[src/rtl/vga_sync_gen_if.sv]
// Video timing bundle produced by vga_sync_gen: syncs, scope probes, raster position and strobes.
interface vga_sync_gen_if;
  logic       HS;
  logic       VS;
  logic       HS_probe;
  logic       VS_probe;
  logic [9:0] x;
  logic [9:0] y;
  logic       VIDEO_ON;
  logic       PIXEL_TICK;
  logic       FRAME_START;

  modport master (
    output HS, VS, HS_probe, VS_probe, x, y, VIDEO_ON, PIXEL_TICK, FRAME_START
  );

  modport slave (
    input HS, VS, HS_probe, VS_probe, x, y, VIDEO_ON, PIXEL_TICK, FRAME_START
  );
endinterface

[src/rtl/vga_sync_gen.sv]
// VGA raster timing generator: pixel prescaler, x/y counters, registered active-low syncs
// and a one-cycle frame-start strobe.
module vga_sync_gen #(
  parameter int DIV    = 4,
  parameter int H_VIS  = 640,
  parameter int H_FP   = 16,
  parameter int H_SYNC = 96,
  parameter int H_BP   = 48,
  parameter int V_VIS  = 480,
  parameter int V_FP   = 10,
  parameter int V_SYNC = 2,
  parameter int V_BP   = 33
) (
  input  logic            CLK,
  input  logic            RST,
  vga_sync_gen_if.master  vga
);

  localparam int PW = $clog2(DIV);

  localparam logic [PW-1:0] PRE_MAX = PW'(DIV - 1);
  localparam logic [9:0] H_LAST  = 10'(H_VIS + H_FP + H_SYNC + H_BP - 1);
  localparam logic [9:0] V_LAST  = 10'(V_VIS + V_FP + V_SYNC + V_BP - 1);
  localparam logic [9:0] HS_BEG  = 10'(H_VIS + H_FP);
  localparam logic [9:0] HS_END  = 10'(H_VIS + H_FP + H_SYNC - 1);
  localparam logic [9:0] VS_BEG  = 10'(V_VIS + V_FP);
  localparam logic [9:0] VS_END  = 10'(V_VIS + V_FP + V_SYNC - 1);
  localparam logic [9:0] H_VIS_L = 10'(H_VIS);
  localparam logic [9:0] V_VIS_L = 10'(V_VIS);

  logic [PW-1:0] pre_q;
  logic [9:0]    x_q, y_q, x_n, y_n;
  logic          hs_q, vs_q, fs_q;
  logic          tick;

  assign tick = (pre_q == PRE_MAX);

  always_comb begin
    x_n = x_q;
    y_n = y_q;
    if (tick) begin
      if (x_q == H_LAST) begin
        x_n = '0;
        y_n = (y_q == V_LAST) ? '0 : y_q + 10'd1;
      end else begin
        x_n = x_q + 10'd1;
      end
    end
  end

  // Syncs are registered from the next-state counters so they switch on the same edge as x/y.
  always_ff @(posedge CLK or posedge RST) begin
    if (RST) begin
      pre_q <= '0;
      x_q   <= '0;
      y_q   <= '0;
      hs_q  <= 1'b1;
      vs_q  <= 1'b1;
      fs_q  <= 1'b0;
    end else begin
      pre_q <= tick ? '0 : pre_q + PW'(1);
      x_q   <= x_n;
      y_q   <= y_n;
      hs_q  <= !((x_n >= HS_BEG) && (x_n <= HS_END));
      vs_q  <= !((y_n >= VS_BEG) && (y_n <= VS_END));
      fs_q  <= tick && (x_q == H_LAST) && (y_q == V_LAST);
    end
  end

  assign vga.HS          = hs_q;
  assign vga.VS          = vs_q;
  assign vga.HS_probe    = hs_q;
  assign vga.VS_probe    = vs_q;
  assign vga.x           = x_q;
  assign vga.y           = y_q;
  assign vga.VIDEO_ON    = (x_q < H_VIS_L) && (y_q < V_VIS_L);
  assign vga.PIXEL_TICK  = tick;
  assign vga.FRAME_START = fs_q;

endmodule

[src/flat_wrapper.sv]
// flat-port wrapper written by rule: the top's interface ports become plain ports
module vga_sync_gen_flat 
#(
  parameter int DIV    = 4,
  parameter int H_VIS  = 640,
  parameter int H_FP   = 16,
  parameter int H_SYNC = 96,
  parameter int H_BP   = 48,
  parameter int V_VIS  = 480,
  parameter int V_FP   = 10,
  parameter int V_SYNC = 2,
  parameter int V_BP   = 33
)
  (CLK, RST, vga_HS, vga_VS, vga_HS_probe, vga_VS_probe, vga_x, vga_y, vga_VIDEO_ON, vga_PIXEL_TICK, vga_FRAME_START);
  vga_sync_gen_if vga_i ();
  input  logic CLK;
  input  logic RST;
  output wire logic [$bits(vga_i.HS)-1:0] vga_HS;
  output wire logic [$bits(vga_i.VS)-1:0] vga_VS;
  output wire logic [$bits(vga_i.HS_probe)-1:0] vga_HS_probe;
  output wire logic [$bits(vga_i.VS_probe)-1:0] vga_VS_probe;
  output wire logic [$bits(vga_i.x)-1:0] vga_x;
  output wire logic [$bits(vga_i.y)-1:0] vga_y;
  output wire logic [$bits(vga_i.VIDEO_ON)-1:0] vga_VIDEO_ON;
  output wire logic [$bits(vga_i.PIXEL_TICK)-1:0] vga_PIXEL_TICK;
  output wire logic [$bits(vga_i.FRAME_START)-1:0] vga_FRAME_START;
  assign vga_HS = vga_i.HS;
  assign vga_VS = vga_i.VS;
  assign vga_HS_probe = vga_i.HS_probe;
  assign vga_VS_probe = vga_i.VS_probe;
  assign vga_x = vga_i.x;
  assign vga_y = vga_i.y;
  assign vga_VIDEO_ON = vga_i.VIDEO_ON;
  assign vga_PIXEL_TICK = vga_i.PIXEL_TICK;
  assign vga_FRAME_START = vga_i.FRAME_START;
  vga_sync_gen #(.DIV(DIV), .H_VIS(H_VIS), .H_FP(H_FP), .H_SYNC(H_SYNC), .H_BP(H_BP), .V_VIS(V_VIS), .V_FP(V_FP), .V_SYNC(V_SYNC), .V_BP(V_BP)) u_core (.CLK(CLK), .RST(RST), .vga(vga_i));
endmodule
[config.mk]
export PLATFORM = sky130hd
export DESIGN_NAME = vga_sync_gen_flat
export DESIGN_NICKNAME = d
export VERILOG_FILES = /design/src/rtl/vga_sync_gen_if.sv /design/src/rtl/vga_sync_gen.sv /design/src/flat_wrapper.sv
export SDC_FILE = /design/constraint.sdc
export NUM_CORES = 1
export LEC_CHECK = 0
export CORE_MARGIN = 1.5
export CORE_UTILIZATION = 40
export CTS_CLUSTER_SIZE = 28
export DETAILED_ROUTE_END_ITERATION = 16
export PLACE_DENSITY = 0.65
export REMOVE_ABC_BUFFERS = 1
export SLEW_MARGIN = 20
export SYNTH_ARGS = -nofsm -noshare
export SYNTH_HDL_FRONTEND = slang
export SYNTH_SLANG_ARGS = --single-unit
[constraint.sdc]
create_clock -name CLK -period 5.1 [get_ports CLK]
set_clock_uncertainty 0.15 [all_clocks]
set_input_delay 1.02 -clock CLK [delete_from_list [all_inputs] [get_ports CLK]]
set_output_delay 1.02 -clock CLK [all_outputs]
set_load 0.03 [all_outputs]
Word-level counts from Yosys, hierarchy flattened
Cells that the tools add are included.
{"block": "word_totals", "reg_bits": 25, "inputBits": 2, "out_inout_bits": 27, "elab_cells": 31}
{"block": "classes", "add_sub_neg": 3, "order_cmp": 6, "n_eq_ne": 3, "mux": 6, "n_reduce_logical": 7}
{"cell": "2-to-1 mux 10 bit", "n": 5}
{"cell": "adder 10 x 1 -> 10 bit (second input constant)", "n": 2}
{"cell": "equality test 10 bit (second input constant)", "n": 2}
{"cell": "greater-or-equal comparator 10 bit (second input constant)", "n": 1}
{"cell": "greater-or-equal comparator 10 x 9 -> 1 bit (second input constant)", "n": 1}
{"cell": "<= comparator 10 bit (second input constant)", "n": 1}
{"cell": "<= comparator 10 x 9 -> 1 bit (second input constant)", "n": 1}
{"cell": "< comparator 10 bit (second input constant)", "n": 1}
{"cell": "< comparator 10 x 9 -> 1 bit (second input constant)", "n": 1}
{"cell": "logical AND 1 bit", "n": 5}
{"cell": "adder 2 x 1 -> 2 bit (second input constant)", "n": 1}
{"cell": "equality test 2 bit (second input constant)", "n": 1}
{"cell": "zero test 1 bit", "n": 2}
{"cell": "2-to-1 mux 2 bit", "n": 1}

Logic depth before layout (Yosys ltp)
{"block": "logic_depth", "ltp_word": 7, "mapped_depth": 8, "mapped_depth_nobuf": 6}

Worst setup path after synthesis
No wires, ideal clock.
{"block": "synth_path", "path_type": "flip-flop to flip-flop", "start": "register u_core.pre_q[0]", "end": "register u_core.vs_q, in the netlist u_core.vga.VS", "setup_ns": 0.092, "t_arrival_ns": 2.668, "path_slack_ns": 2.191, "path_stages_with_launch": 9, "synth_period_minus_slack_ns": 2.909, "path_cell_list": "dfrtp_1 ha_1 clkbuf_1 nand3_1 or4_1 buf_2 or4_4 a221oi_2 nand4_1"}
{"block": "synth_between", "elab_chain_len": 5}
{"element": "from (decl)", "line_no": "vga_sync_gen.sv:31", "text": "logic [PW-1:0] pre_q;"}
{"element": "from (signal assigned)", "line_no": "vga_sync_gen.sv:61", "text": "pre_q <= tick ? '0 : pre_q + PW'(1);"}
{"element": "equality test 2 bit *", "line_no": "vga_sync_gen.sv:36", "text": "assign tick = (pre_q == PRE_MAX);"}
{"element": "via vga_PIXEL_TICK", "line_no": "flat_wrapper.sv:25", "text": "output wire logic [$bits(vga_i.PIXEL_TICK)-1:0] vga_PIXEL_TICK;"}
{"element": "2-to-1 mux 10 bit *", "line_no": "vga_sync_gen.sv:41", "text": "if (tick) begin"}
{"element": "greater-or-equal comparator 10 x 9 -> 1 bit / <= comparator 10 x 9 -> 1 bit (equally long branches)", "line_no": "vga_sync_gen.sv:65", "text": "vs_q <= !((y_n >= VS_BEG) && (y_n <= VS_END));"}
{"element": "logical AND 1 bit *", "line_no": "vga_sync_gen.sv:65"}
{"element": "zero test 1 bit *", "line_no": "vga_sync_gen.sv:65"}
{"element": "to (signal assigned)", "line_no": "vga_sync_gen.sv:65"}
{"element": "to (decl)", "line_no": "vga_sync_gen.sv:33", "text": "logic hs_q, vs_q, fs_q;"}
Mark *: on every way through the listed nets, which the timed path passes. The rest lies on a longest branch.

Final worst setup path
{"block": "layout_path", "start": "register u_core.x_q[8], in the netlist u_core.vga.x[8]", "end": "output vga_VIDEO_ON"}
{"block": "layout_between", "elab_chain_len": 2}
{"element": "from (decl)", "line_no": "vga_sync_gen.sv:32", "text": "logic [9:0] x_q, y_q, x_n, y_n;"}
{"element": "from (signal assigned)", "line_no": "vga_sync_gen.sv:62", "text": "x_q <= x_n;"}
{"element": "< comparator 10 bit", "line_no": "vga_sync_gen.sv:76", "text": "assign vga.VIDEO_ON = (x_q < H_VIS_L) && (y_q < V_VIS_L);"}
{"element": "logical AND 1 bit", "line_no": "vga_sync_gen.sv:76"}
{"element": "to (decl)", "line_no": "flat_wrapper.sv:24", "text": "output wire logic [$bits(vga_i.VIDEO_ON)-1:0] vga_VIDEO_ON;"}
Every way passes these cells.

==> reports/metrics.cfg <==
[synthesis]
ys_seq_area_share_pct=46.2
synth_top_area_share_pct=42.3
synth_most_common_cell=dfrtp_1
synth_top_flop_cell=dfrtp_1
synth_cell_types=38
syn_avg_cell_area_sq_um=9.51
syn_area_sq_mm=0.00136
synth_top_cell_by_area=dfrtp_1
synth_common_cells=23 x dfrtp_1, 12 x nand2_1, 10 x nand4_1, 10 x nor2_1, 10 x o21ai_0
synth_seq_cells=25
synth-edff-count=0
synthTopCellsByArea=dfrtp_1 42%, xnor2_1 5.8%, nand4_1 4.6%
yosys_warnings=0
synthCells=143
synthArstFlopShare_pct=100

[global_routing]
grtUsageMet3_pct=2.10
grt.total_usage_pct=18.6
grt_pass1_wl_mm=5.25
grtUsageMet1_pct=24.5
grt_start_max_net_pins=26
gr-total-overflow=0
top_usage_layer=met2
grt_pass1_vias=1157
antenna_found_initial=0
use_met2_pct=32.5

[hold_path]
min_path_type=register to register
hold_path.startpoint=u_core.pre_q[0]$_DFF_PP0_
min_path_cells=1
hold_path_end=u_core.pre_q[0]$_DFF_PP0_

[timing]
period_minus_slack_ns=3.02
rsz0062_at_grt=false
worstMarginPinSlew_ns=0.926
fmax_mhz=331
fin_ws_ns=2.08
timing.hold.ws_ns=0.283
report.final.slew_viol_count=0
setup_viol=0
max_slew_margin_pct=38.2
fin_tns_setup_ns=0
hold_viol_final=0
period_share_pct=59.2

[status]
status=complete, no violations

[clock_network]
cts-resized-gates=0
clockRootBuffer=clkbuf_4
clk_latency_ns=0.31
numCtsBuffers=3
hold_buffers=0
clock_path_buffers=2
clkSinkCount=25
cts_htree_levels=1
path_clk_slew_ns=0.14
cts_tree=built
post-cts-setup-buffer-count=0

[routing]
vias_per_cell=5.45
wirelength_mm=2.94
wire_per_inst_microns=13.9
drt_iter0_markers=35
drc=0
drtPass1Iterations=6
vias=1149
ant_nets=0

[power_and_ir_drop]
p_switching_w=0.0000617
power_w=0.000291
power_per_cell_area_mw_per_mm2=172
p_int_w=0.000230
ir_worst_vdd_mv=0.0821
p_seq_share_pct=68.1
clkPwrFrac_pct=30.4
power.leakage_nw=0.644
switching_share_pct=21.2
p_comb_share_pct=1.5

[layout]
final_util_pct=53.7
area_delta_synth_final_pct=24.5
drive_above_1_share_pct=7.78
diodes=0
num-nets-final=174

[setup_path]
required_ns=3.93
cp.arrival_ns=1.85
ff2ff_setup_slack_ns=2.28
path_class=register to primary output
cp-start-kind=register
rr_startpoint=u_core.pre_q[0]$_DFF_PP0_
cp_max_fo=6
reg2reg_to=u_core.vga.VS$_DFF_PP1_
reg2reg_depth=6
worst_setup_path_end_kind=primary output

[placement]
port_buffers=28
dp_hpwl_mm=2.21
pre_cts_ws_ns=2.29
gp_congestion=0.822

[floorplan]
dieArea_sq_mm=0.00376
die_w_microns=61.3
ios=29
core_sq_mm=0.00315
floorplan.rows=20
start_util_pct=43.1
die_height_microns=61.3

[flow_run]
max-cap-violations=0

## power by group through the flow
stage          combinational (W)  sequential [W]   clock, W
2_1_floorplan         0.00000293        0.000202          0
6_report              0.00000441        0.000198  0.0000885
5_1_grt               0.00000542        0.000198   0.000100
3_5_place_dp          0.00000483        0.000202          0
4_1_cts               0.00000479        0.000198  0.0000908
3_3_place_gp          0.00000479        0.000202          0
## worst max-delay path, cell delays in order (launching register included)
cell,delay [ns]
dfrtp_1,0.46
o21ai_0,0.18
o21ai_0,0.11
nor2_1,0.11
clkdlybuf4s50_1,0.67
## stage by stage
step,instance area [sq um],cells
after global placement,1670,207
after global routing,1690,211
after CTS,1690,211
after floorplan,1320,134
after detailed placement,1670,207
final,1690,211
## flip-flops by register name, indices dropped and copies added (netlist names)
signal                  flops
u_core.vga.HS               1
u_core.pre_q                2
u_core.vga.VS               1
u_core.vga.x               10
u_core.vga.y               10
u_core.vga.FRAME_START      1
## area by class of cell
cell class                      count  area [sq um]
Fill cell                         319          1460
Multi-Input combinational cell    103           673
Sequential cell                    25           628
Timing Repair Buffer               29           288
Tap cell                           44          55.1
Clock buffer                        4          26.3
Inverter                            6          22.5
## routing by layer
metal / up-vias / part of all wire, %
li1: 560 / -
met1: 553 / 48
met2: 34 / 49
met3: 2 / 3.1
met4: 0 / 0.68
met5: - / 0
## cells in the final DEF, fill, tap and decap left out, types with 2 or more instances in the layout
cell	n
a21oi_1	2
a31oi_1	3
and3_1	2
clkbuf_4	3
clkdlybuf4s50_1	28
dfrtp_1	23
dfstp_2	2
ha_1	4
inv_1	6
mux2i_1	2
nand2_1	12
nand2b_1	3
nand3_1	5
nand4_1	10
nor2_1	10
nor3_1	6
o21ai_0	10
o31ai_1	2
or3_1	2
or4_1	2
xnor2_1	9
xor2_1	3
## cell families (layout without fill, tap and decap cells)
logic type / after synthesis / count (layout) / share of synthesized area [%]
buf+inv: 15 / 39 / 4.78
simple gates: 62 / 62 / 24.9
flops: 25 / 25 / 46.2
mux: 3 / 3 / 2.30
fa+ha+maj: 4 / 4 / 3.68
compound gates: 22 / 22 / 10.4
xor+xnor: 12 / 12 / 7.73
## how the worst max path moves through the flow
stage | slack (ns) | to | start
finish | 2.08 | vga_VIDEO_ON | u_core.vga.x[8]$_DFF_PP0_
global route | 1.96 | vga_VIDEO_ON | u_core.vga.x[8]$_DFF_PP0_
CTS | 2.08 | vga_VIDEO_ON | u_core.vga.x[8]$_DFF_PP0_
detailed placement | 2.29 | u_core.vga.VS$_DFF_PP1_ | u_core.pre_q[0]$_DFF_PP0_
global placement | 2.38 | u_core.vga.VS$_DFF_PP1_ | u_core.pre_q[0]$_DFF_PP0_
floorplan | 2.04 | u_core.vga.VS$_DFF_PP1_ | u_core.pre_q[0]$_DFF_PP0_
No activity file was read; power rests on OpenSTA's default activity.
